===== src/rtl/mem_bus_arbiter.sv =====
// mem_bus_arbiter
// Shares one req/ack memory port between the CPU instruction-fetch port and
// the data port. Arbitration is fixed priority (data wins) or round-robin.
// An optional ack timeout aborts a stuck access and flags it to the port.
module mem_bus_arbiter #(
  parameter int DATA_WIDTH = 32,
  parameter int ADDR_WIDTH = 32,
  parameter int ARB_MODE   = 0,
  parameter int TIMEOUT    = 16
) (
  input  logic                    i_clk,
  input  logic                    i_rst,
  input  logic                    i_inst_req,
  input  logic [ADDR_WIDTH-1:0]   i_inst_addr,
  output logic [DATA_WIDTH-1:0]   o_inst_rdata,
  output logic                    o_inst_ready,
  output logic                    o_inst_err,
  input  logic                    i_data_req,
  input  logic                    i_data_we,
  input  logic [DATA_WIDTH/8-1:0] i_data_be,
  input  logic [ADDR_WIDTH-1:0]   i_data_addr,
  input  logic [DATA_WIDTH-1:0]   i_data_wdata,
  output logic [DATA_WIDTH-1:0]   o_data_rdata,
  output logic                    o_data_ready,
  output logic                    o_data_err,
  output logic                    o_mem_req,
  output logic                    o_mem_we,
  output logic [DATA_WIDTH/8-1:0] o_mem_be,
  output logic [ADDR_WIDTH-1:0]   o_mem_addr,
  output logic [DATA_WIDTH-1:0]   o_mem_wdata,
  input  logic [DATA_WIDTH-1:0]   i_mem_rdata,
  input  logic                    i_mem_ack
);

  localparam int BE_WIDTH  = DATA_WIDTH / 8;
  // The counter must be able to hold TIMEOUT itself; TIMEOUT=0 disables it.
  localparam int CNT_WIDTH = (TIMEOUT < 2) ? 1 : $clog2(TIMEOUT + 1);
  localparam logic [CNT_WIDTH-1:0] CNT_LIMIT = CNT_WIDTH'(TIMEOUT);

  typedef enum logic [1:0] {
    IDLE = 2'd0,
    BUSY = 2'd1,
    RESP = 2'd2
  } state_e;

  typedef enum logic {
    PORT_INST = 1'b0,
    PORT_DATA = 1'b1
  } port_e;

  state_e                  state_q,      state_d;
  port_e                   last_grant_q, last_grant_d;
  port_e                   grant_q,      grant_d;
  logic [CNT_WIDTH-1:0]    cnt_q,        cnt_d;

  logic                    mem_req_q,    mem_req_d;
  logic                    mem_we_q,     mem_we_d;
  logic [BE_WIDTH-1:0]     mem_be_q,     mem_be_d;
  logic [ADDR_WIDTH-1:0]   mem_addr_q,   mem_addr_d;
  logic [DATA_WIDTH-1:0]   mem_wdata_q,  mem_wdata_d;

  logic [DATA_WIDTH-1:0]   inst_rdata_q, inst_rdata_d;
  logic                    inst_ready_q, inst_ready_d;
  logic                    inst_err_q,   inst_err_d;
  logic [DATA_WIDTH-1:0]   data_rdata_q, data_rdata_d;
  logic                    data_ready_q, data_ready_d;
  logic                    data_err_q,   data_err_d;

  logic                    pick_data;
  logic [CNT_WIDTH-1:0]    cnt_inc;
  logic                    timeout_hit;

  // Decide which port wins if a grant happens this cycle.
  always_comb begin
    pick_data = 1'b0;
    if (i_data_req && i_inst_req) begin
      if (ARB_MODE == 1) begin
        pick_data = (last_grant_q == PORT_INST);
      end else begin
        pick_data = 1'b1;
      end
    end else begin
      pick_data = i_data_req;
    end
  end

  // Wait-cycle count this cycle would reach, and whether that is a timeout.
  always_comb begin
    cnt_inc     = cnt_q + CNT_WIDTH'(1);
    timeout_hit = (TIMEOUT != 0) && (cnt_inc == CNT_LIMIT);
  end

  // Next-state and registered-output logic for the IDLE/BUSY/RESP sequence.
  always_comb begin
    state_d      = state_q;
    last_grant_d = last_grant_q;
    grant_d      = grant_q;
    cnt_d        = cnt_q;
    mem_req_d    = mem_req_q;
    mem_we_d     = mem_we_q;
    mem_be_d     = mem_be_q;
    mem_addr_d   = mem_addr_q;
    mem_wdata_d  = mem_wdata_q;
    inst_rdata_d = inst_rdata_q;
    inst_ready_d = 1'b0;
    inst_err_d   = 1'b0;
    data_rdata_d = data_rdata_q;
    data_ready_d = 1'b0;
    data_err_d   = 1'b0;

    case (state_q)
      IDLE: begin
        if (i_inst_req || i_data_req) begin
          state_d   = BUSY;
          cnt_d     = '0;
          mem_req_d = 1'b1;
          if (pick_data) begin
            grant_d      = PORT_DATA;
            last_grant_d = PORT_DATA;
            mem_we_d     = i_data_we;
            mem_be_d     = i_data_be;
            mem_addr_d   = i_data_addr;
            mem_wdata_d  = i_data_wdata;
          end else begin
            grant_d      = PORT_INST;
            last_grant_d = PORT_INST;
            mem_we_d     = 1'b0;
            mem_be_d     = '1;
            mem_addr_d   = i_inst_addr;
            mem_wdata_d  = '0;
          end
        end
      end

      BUSY: begin
        if (i_mem_ack || timeout_hit) begin
          state_d     = RESP;
          mem_req_d   = 1'b0;
          mem_we_d    = 1'b0;
          mem_be_d    = '0;
          mem_addr_d  = '0;
          mem_wdata_d = '0;
          if (!i_mem_ack) begin
            cnt_d = cnt_inc;
          end
          if (grant_q == PORT_DATA) begin
            data_ready_d = 1'b1;
            data_err_d   = !i_mem_ack;
            if (!i_mem_ack) begin
              data_rdata_d = '0;
            end else if (!mem_we_q) begin
              data_rdata_d = i_mem_rdata;
            end
          end else begin
            inst_ready_d = 1'b1;
            inst_err_d   = !i_mem_ack;
            inst_rdata_d = i_mem_ack ? i_mem_rdata : '0;
          end
        end else begin
          cnt_d = cnt_inc;
        end
      end

      RESP: begin
        state_d = IDLE;
        cnt_d   = '0;
      end

      default: begin
        state_d     = IDLE;
        cnt_d       = '0;
        mem_req_d   = 1'b0;
        mem_we_d    = 1'b0;
        mem_be_d    = '0;
        mem_addr_d  = '0;
        mem_wdata_d = '0;
      end
    endcase
  end

  // State and output registers; reset clears everything immediately.
  always_ff @(posedge i_clk or negedge i_rst) begin
    if (!i_rst) begin
      state_q      <= IDLE;
      last_grant_q <= PORT_INST;
      grant_q      <= PORT_INST;
      cnt_q        <= '0;
      mem_req_q    <= 1'b0;
      mem_we_q     <= 1'b0;
      mem_be_q     <= '0;
      mem_addr_q   <= '0;
      mem_wdata_q  <= '0;
      inst_rdata_q <= '0;
      inst_ready_q <= 1'b0;
      inst_err_q   <= 1'b0;
      data_rdata_q <= '0;
      data_ready_q <= 1'b0;
      data_err_q   <= 1'b0;
    end else begin
      state_q      <= state_d;
      last_grant_q <= last_grant_d;
      grant_q      <= grant_d;
      cnt_q        <= cnt_d;
      mem_req_q    <= mem_req_d;
      mem_we_q     <= mem_we_d;
      mem_be_q     <= mem_be_d;
      mem_addr_q   <= mem_addr_d;
      mem_wdata_q  <= mem_wdata_d;
      inst_rdata_q <= inst_rdata_d;
      inst_ready_q <= inst_ready_d;
      inst_err_q   <= inst_err_d;
      data_rdata_q <= data_rdata_d;
      data_ready_q <= data_ready_d;
      data_err_q   <= data_err_d;
    end
  end

  assign o_mem_req    = mem_req_q;
  assign o_mem_we     = mem_we_q;
  assign o_mem_be     = mem_be_q;
  assign o_mem_addr   = mem_addr_q;
  assign o_mem_wdata  = mem_wdata_q;
  assign o_inst_rdata = inst_rdata_q;
  assign o_inst_ready = inst_ready_q;
  assign o_inst_err   = inst_err_q;
  assign o_data_rdata = data_rdata_q;
  assign o_data_ready = data_ready_q;
  assign o_data_err   = data_err_q;

endmodule


===== config.mk =====
export PLATFORM = sky130hd
export DESIGN_NAME = mem_bus_arbiter
export DESIGN_NICKNAME = d
export VERILOG_FILES = /design/src/rtl/mem_bus_arbiter.sv
export SDC_FILE = /design/constraint.sdc
export NUM_CORES = 1
export LEC_CHECK = 0
export CORE_MARGIN = 2
export CORE_UTILIZATION = 30
export CTS_BUF_LIST = sky130_fd_sc_hd__clkbuf_4 sky130_fd_sc_hd__clkbuf_8
export CTS_CLUSTER_DIAMETER = 60
export CTS_CLUSTER_SIZE = 25
export DETAILED_ROUTE_END_ITERATION = 8
export PLACE_DENSITY = 0.6
export SLEW_MARGIN = 20
export SYNTH_ARGS = -nofsm -noshare
export SYNTH_HDL_FRONTEND = slang
export SYNTH_SLANG_ARGS = --single-unit

===== constraint.sdc =====
create_clock -name i_clk -period 2.1 [get_ports i_clk]
set_input_delay 0.42 -clock i_clk [delete_from_list [all_inputs] [get_ports i_clk]]
set_output_delay 0.42 -clock i_clk [all_outputs]
set_load 0.05 [all_outputs]

* Word level (Yosys, flattened, before mapping)
Index checks and enable logic that the tools add are counted.
** Storage, ports and cells
- Bits in latches :: 0
- ROM bits :: 0
- Register bits after elaboration :: 146
- Memory bits (writable) :: 0
- Output and inout bits :: 138
- Memories kept :: 0
** Cells by class
- Shifts and indexed selects :: 0
- Add/subtract/negate cells :: 1
- Multiplexer cells :: 41
- $lt $le $gt $ge :: 0
- Multipliers :: 0
- Reductions and logical operators :: 11
- Div/mod/pow operators :: 0
- Bitwise logic cells :: 2
- Equal/unequal tests :: 7
** Operators by type and width (count)
- 2-to-1 mux 32 bit :: 8
- case mux 32 bit (3 select lines) :: 2
- 2-to-1 mux 1 bit :: 18
- 2-to-1 mux 5 bit :: 3
- 2-to-1 mux 4 bit :: 3
- case mux 4 bit (3 select lines) :: 1
- case mux 5 bit (2 select lines) :: 1
- inequality test 2 bit, second input constant :: 3
- case mux 1 bit (3 select lines) :: 2
- AND reduction 2 bit :: 3
- AND reduction 3 bit :: 2
- adder 5 x 1 -> 5 bit, second input constant :: 1
- == test 5 bit, second input constant :: 1
- 2-to-1 mux 2 bit :: 2
- case mux 2 bit (2 select lines) :: 1
- AND reduction 4 bit :: 1
- inequality test 3 bit, second input constant :: 1
- == test 2 x 1 -> 1 bit, second input constant :: 1
- == test 2 bit, second input constant :: 1
- logical NOT 2 bit :: 1
- logical OR 1 bit :: 2
- inverter 1 bit :: 2
- logical AND 1 bit :: 1
- logical NOT 1 bit :: 1

* Depth between registers and ports, before layout
- Depth in word-level cells :: 5
- Mapped depth :: 8

* Worst setup path before layout
Ideal clock, no wire load.
- Path kind :: register to register
- Start :: reg state_q[1]
- End :: reg mem_addr_q[25], in the netlist o_mem_addr[25]
- Path buffers :: 3
- Setup time :: 126 ps
- Data arrival time :: 1656 ps
- Data required time :: 1974 ps
- Stages on the path, launching flop included :: 8
- Clock period less this slack :: 1782 ps
- Path slack :: 318 ps
- Cell sequence :: dfrtp_1 -> buf_2 -> or2_1 -> buf_6 -> o21ai_4 -> a21oi_4 -> buf_6 -> a221o_1
** Between the ends
- Word-level cells in the longest chain between the ends :: 3
- Elaborated cells on any way between the ends :: 8
- Classes of those cells :: eq/ne (4); mux (1); bitwise (1); reduce/logical (2)
** RTL lines
- start: declaration :: RTL line 51 : state_e state_q, state_d;
- start signal: assignment :: RTL line 200 : state_q <= state_d;
- == test 2 x 1 -> 1 bit, or another cell as far along :: RTL line 111 : case (state_q)
- inequality test 2 bit (no source line) / inverter 1 bit (equally long branches)
- AND reduction 3 bit (no source line)
- end signal: assignment :: RTL line 207 : mem_addr_q <= mem_addr_d;
- end: declaration :: RTL line 59 : logic [ADDR_WIDTH-1:0] mem_addr_q, mem_addr_d;
Several ways; a longest one is shown, not always the timed one.
A chain may end at the register's enable or synchronous reset.

* Worst setup path in the final report
- Start :: reg mem_addr_q[31], in the netlist o_mem_addr[31]
- End :: out o_mem_addr[31]
** RTL lines
- end: declaration :: RTL line 29 : output logic [ADDR_WIDTH-1:0] o_mem_addr,
No word-level cell between the ends.

==> run_results.csv <==
group,metric,value,unit
clock_tree,cts_buffers,17,
cells_and_area,syn2layout_area_growth,55.23,%
timing,max_freq,487.1,MHz
place,dpl.hpwl,14200,um
setup_path,critical-path-top-delay-family,"buffers and inverters",
setup_path,crit_buf_inv,1,
clock_tree,cts.sink_count,146,
setup_path,cp-end-kind,"output port",
drt,ant_nets,0,
setup_path,rrSetupSlack,300,ps
setup_path,worstSetupStartpointType,"register",
synthesis,yosysSeqAreaShare,55.25,%
synthesis,syn_inst,606,
synthesis,ys_types,39,
synthesis,synth_top_family_by_area,"compound AO/OA/AOI/OAI gates",
grt,grt_overflow,0,
synthesis,synth_compound_area_share,23.01,%
timing,timing.final.max_slew_violations,0,
setup_path,critical_path.max_stage_delay,820,ps
hold_path,min_from,"i_data_req",
synthesis,synth-simple-area-share,11.90,%
timing,setup_viol,0,
clock_tree,path_clk_slew,80,ps
timing,worst_pin_slew,563.8,ps
floorplanning,core-area,0.02176,sq mm
grt,grt_pass1_vias,5732,
drt,dr.pass1.iters,4,
setup_path,arrival,1630,ps
setup_path,r2r_end,"o_mem_addr[31]",
synthesis,synthMuxAreaShare,3.482,%
synthesis,avgSynthCellArea,10.91,sq um
synthesis,synth_top_cell_by_area,"dfrtp_1",
clock_tree,root_buffer,"clkbuf_8",
hold_path,whs_path_depth,3,
place,gp_congestion,0.7664,
clock_tree,cts_buffer_depth,2,
floorplanning,initial_core_util,30.39,%
grt,track_usage,17.79,%
clock_tree,cts_tree,"built",
grt,antenna_found_initial,1,
timing,max_slew_margin,62.30,%
timing,skew,12.12,ps
place,placed_area,0.009809,sq mm
setup_path,crit_start,"o_mem_addr[31]",
pwr,leakagePower,5.104,nW
job,max_cap_violations,0,
drt,finalWirelength,20670,um
timing,tns,0,ps
synthesis,netlist_top_cells_area,"dfrtp_1 55%, a22o_1 4.5%, o2bb2ai_1 4.5%",
place,port-buffer-count,275,
drt,drt_iter0_markers,305,
pwr,powerDensity,1632,mW/mm^2
hold_path,hold-path-endpoint,"state_q[0]",
grt,grt_start_max_net_pins,50,
setup_path,crit_path_max_fanout,3,
clock_tree,post-cts-setup-buffers,0,
cells_and_area,fin_nets,1015,
setup_path,worstPathRequired,1680,ps
drt,via_per_inst,4.844,
clock_tree,htree_num_levels,4,
timing,rsz0062_at_grt,"false",
cells_and_area,fin_area,0.01026,sq mm
drt,routed-via-count,5663,
synthesis,syn_area,0.006613,sq mm
timing,post-route-period-util,97.75,%
synthesis,synth_xor_area_share,0.3974,%
pwr,peakVddDrop,0.7279,mV
floorplanning,rows,54,
synthesis,yosys.area.top_type_share,55.25,%
hold_path,hold_path_class,"in2reg",
timing,finalCriticalPeriod,2053,ps
synthesis,syn-num-nets,745,
setup_path,reg2reg_depth,5,
setup_path,slowest_stage,"clkdlybuf4s50_1",
floorplanning,die_y,152.5,um
synthesis,synth_fa_ha_area_share,0.1892,%
floorplanning,dieArea,0.02325,sq mm
setup_path,r2r_start,"state_q[1]",
floorplanning,die_w,152.5,um
grt,grt_pass1_wl,32810,um
setup_path,path_cells,"clkdlybuf4s50_1",
cells_and_area,drive_gt1_share,8.108,%
timing,hold_viol_final,0,
run_status,outcome,"finished clean",
setup_path,critPathKind,"reg2out",
synthesis,yosys_warnings,0,
floorplanning,ios,276,
drt,drc_errors,0,
drt,post_drt_wl_per_cell,17.68,um
clock_tree,clock_latency,450,ps
setup_path,critical_path_depth,1,
synthesis,synth-seq-cells,146,
layout make-up:
class / instances / area [sq um]
diodes: 1 / 2.502
clock buffers: 19 / 261.5
clock inverters: 12 / 156.4
fillers: 2054 / 11490
inverters: 36 / 135.1
multi-input cells: 372 / 2606
flip-flops and latches: 146 / 3654
well taps: 280 / 350.3
repair buffers: 303 / 3099
cells in the final DEF, fill, tap and decap left out, drive strengths merged, types with 23 or more instances in the layout:
cell and n:
dfrtp 146, inv 38, a22o 34, a22oi 32, o21ai 41, clkdlybuf4s50 162, dlygate4sd2 64, nor2b 24
buf 34, mux2i 23, o2bb2ai 34, nand2 57, dlymetal6s2s 42
flip-flops by register name, summed over array words and instances (netlist names):
register and flops:
cnt_q 5, grant_q 1, o_data_err 1, o_data_rdata 32
o_data_ready 1, o_inst_err 1, o_inst_rdata 32, o_inst_ready 1
o_mem_addr 32, o_mem_be 4, o_mem_req 1, o_mem_wdata 32
o_mem_we 1, state_q 2
logic make-up (layout without fill, tap and decap cells):
logic type | Yosys count | count (layout)
other | 0 | 1
XOR/XNOR | 3 | 3
buffers and inverters | 88 | 370
adder cells (fa/ha/maj) | 1 | 1
flip-flops | 146 | 146
AND/OR/NAND/NOR | 147 | 147
AO/OA/AOI/OAI | 198 | 198
multiplexers | 23 | 23
routing by layer:
layer / up-vias / GRT usage, % / wire, um
met5: - / 0 / 0
met4: 0 / 8.554 / 780
met3: 40 / 4.437 / 975
met2: 177 / 28.23 / 9859
met1: 2713 / 22.86 / 9053
li1: 2733 / - / -
where the power goes:
part	leakage [nW]	switching, mW	total [mW]	internal, mW
clock	0.201	1.12	2.36	1.24
sequential	1.77	0.734	4.69	3.96
combinational	3.13	6.41	9.70	3.29
total	5.10	8.26	16.7	8.48
through the flow:
step	setup slack (ps)	utilization, %	cells	power (mW)	hold slack, ps
floorplan	318.2	-	606	11.30	124.4
global placement	54.44	45.09	1136	14.85	410.2
detailed placement	32.08	45.09	1136	14.92	402.9
CTS	0.8002	46.69	1168	16.98	358.3
global route	0.6949	47.18	1169	17.67	393.7
finish	47.21	47.18	1169	16.75	374.0
timing repair:
action	4_1_cts	5_1_grt
setup endpoints to repair	64	42
endpoints found under the hold margin	46	0
hold buffers	1	0
resized for setup	64	42
how the worst max path moves through the flow:
stage | end | slack [ps]
global placement | o_mem_addr[22] | 50
global route | o_data_rdata[2] | 0.7
floorplan | o_mem_addr[25] | 320
CTS | o_mem_addr[2] | 0.8
finish | o_mem_addr[31] | 50
detailed placement | o_mem_addr[17] | 30
Yosys cell counts:
library cell  instances
a211o_1              13
a21o_1                1
a21oi_1              17
a21oi_4               1
a221o_1              21
a22o_1               34
a22oi_1              32
a31oi_2               1
and2_1                5
buf_1                 1
buf_2                20
buf_4                 1
buf_6                 3
clkbuf_1             27
dfrtp_1             146
ha_1                  1
inv_1                36
mux2i_1              23
nand2_1              57
nand2b_1              4
nand3b_1             12
nand4b_1              2
nor2_1                3
nor2b_1              24
nor3_1               22
nor3b_1              13
nor4_1                1
nor4_2                1
o21a_1                2
o21ai_0              38
o21ai_1               2
o21ai_4               1
o2bb2ai_1            34
o311ai_0              1
or2_1                 1
or3_1                 1
or3b_1                1
xnor2_1               1
xor2_1                2
Power figures use the tool's default switching activity.
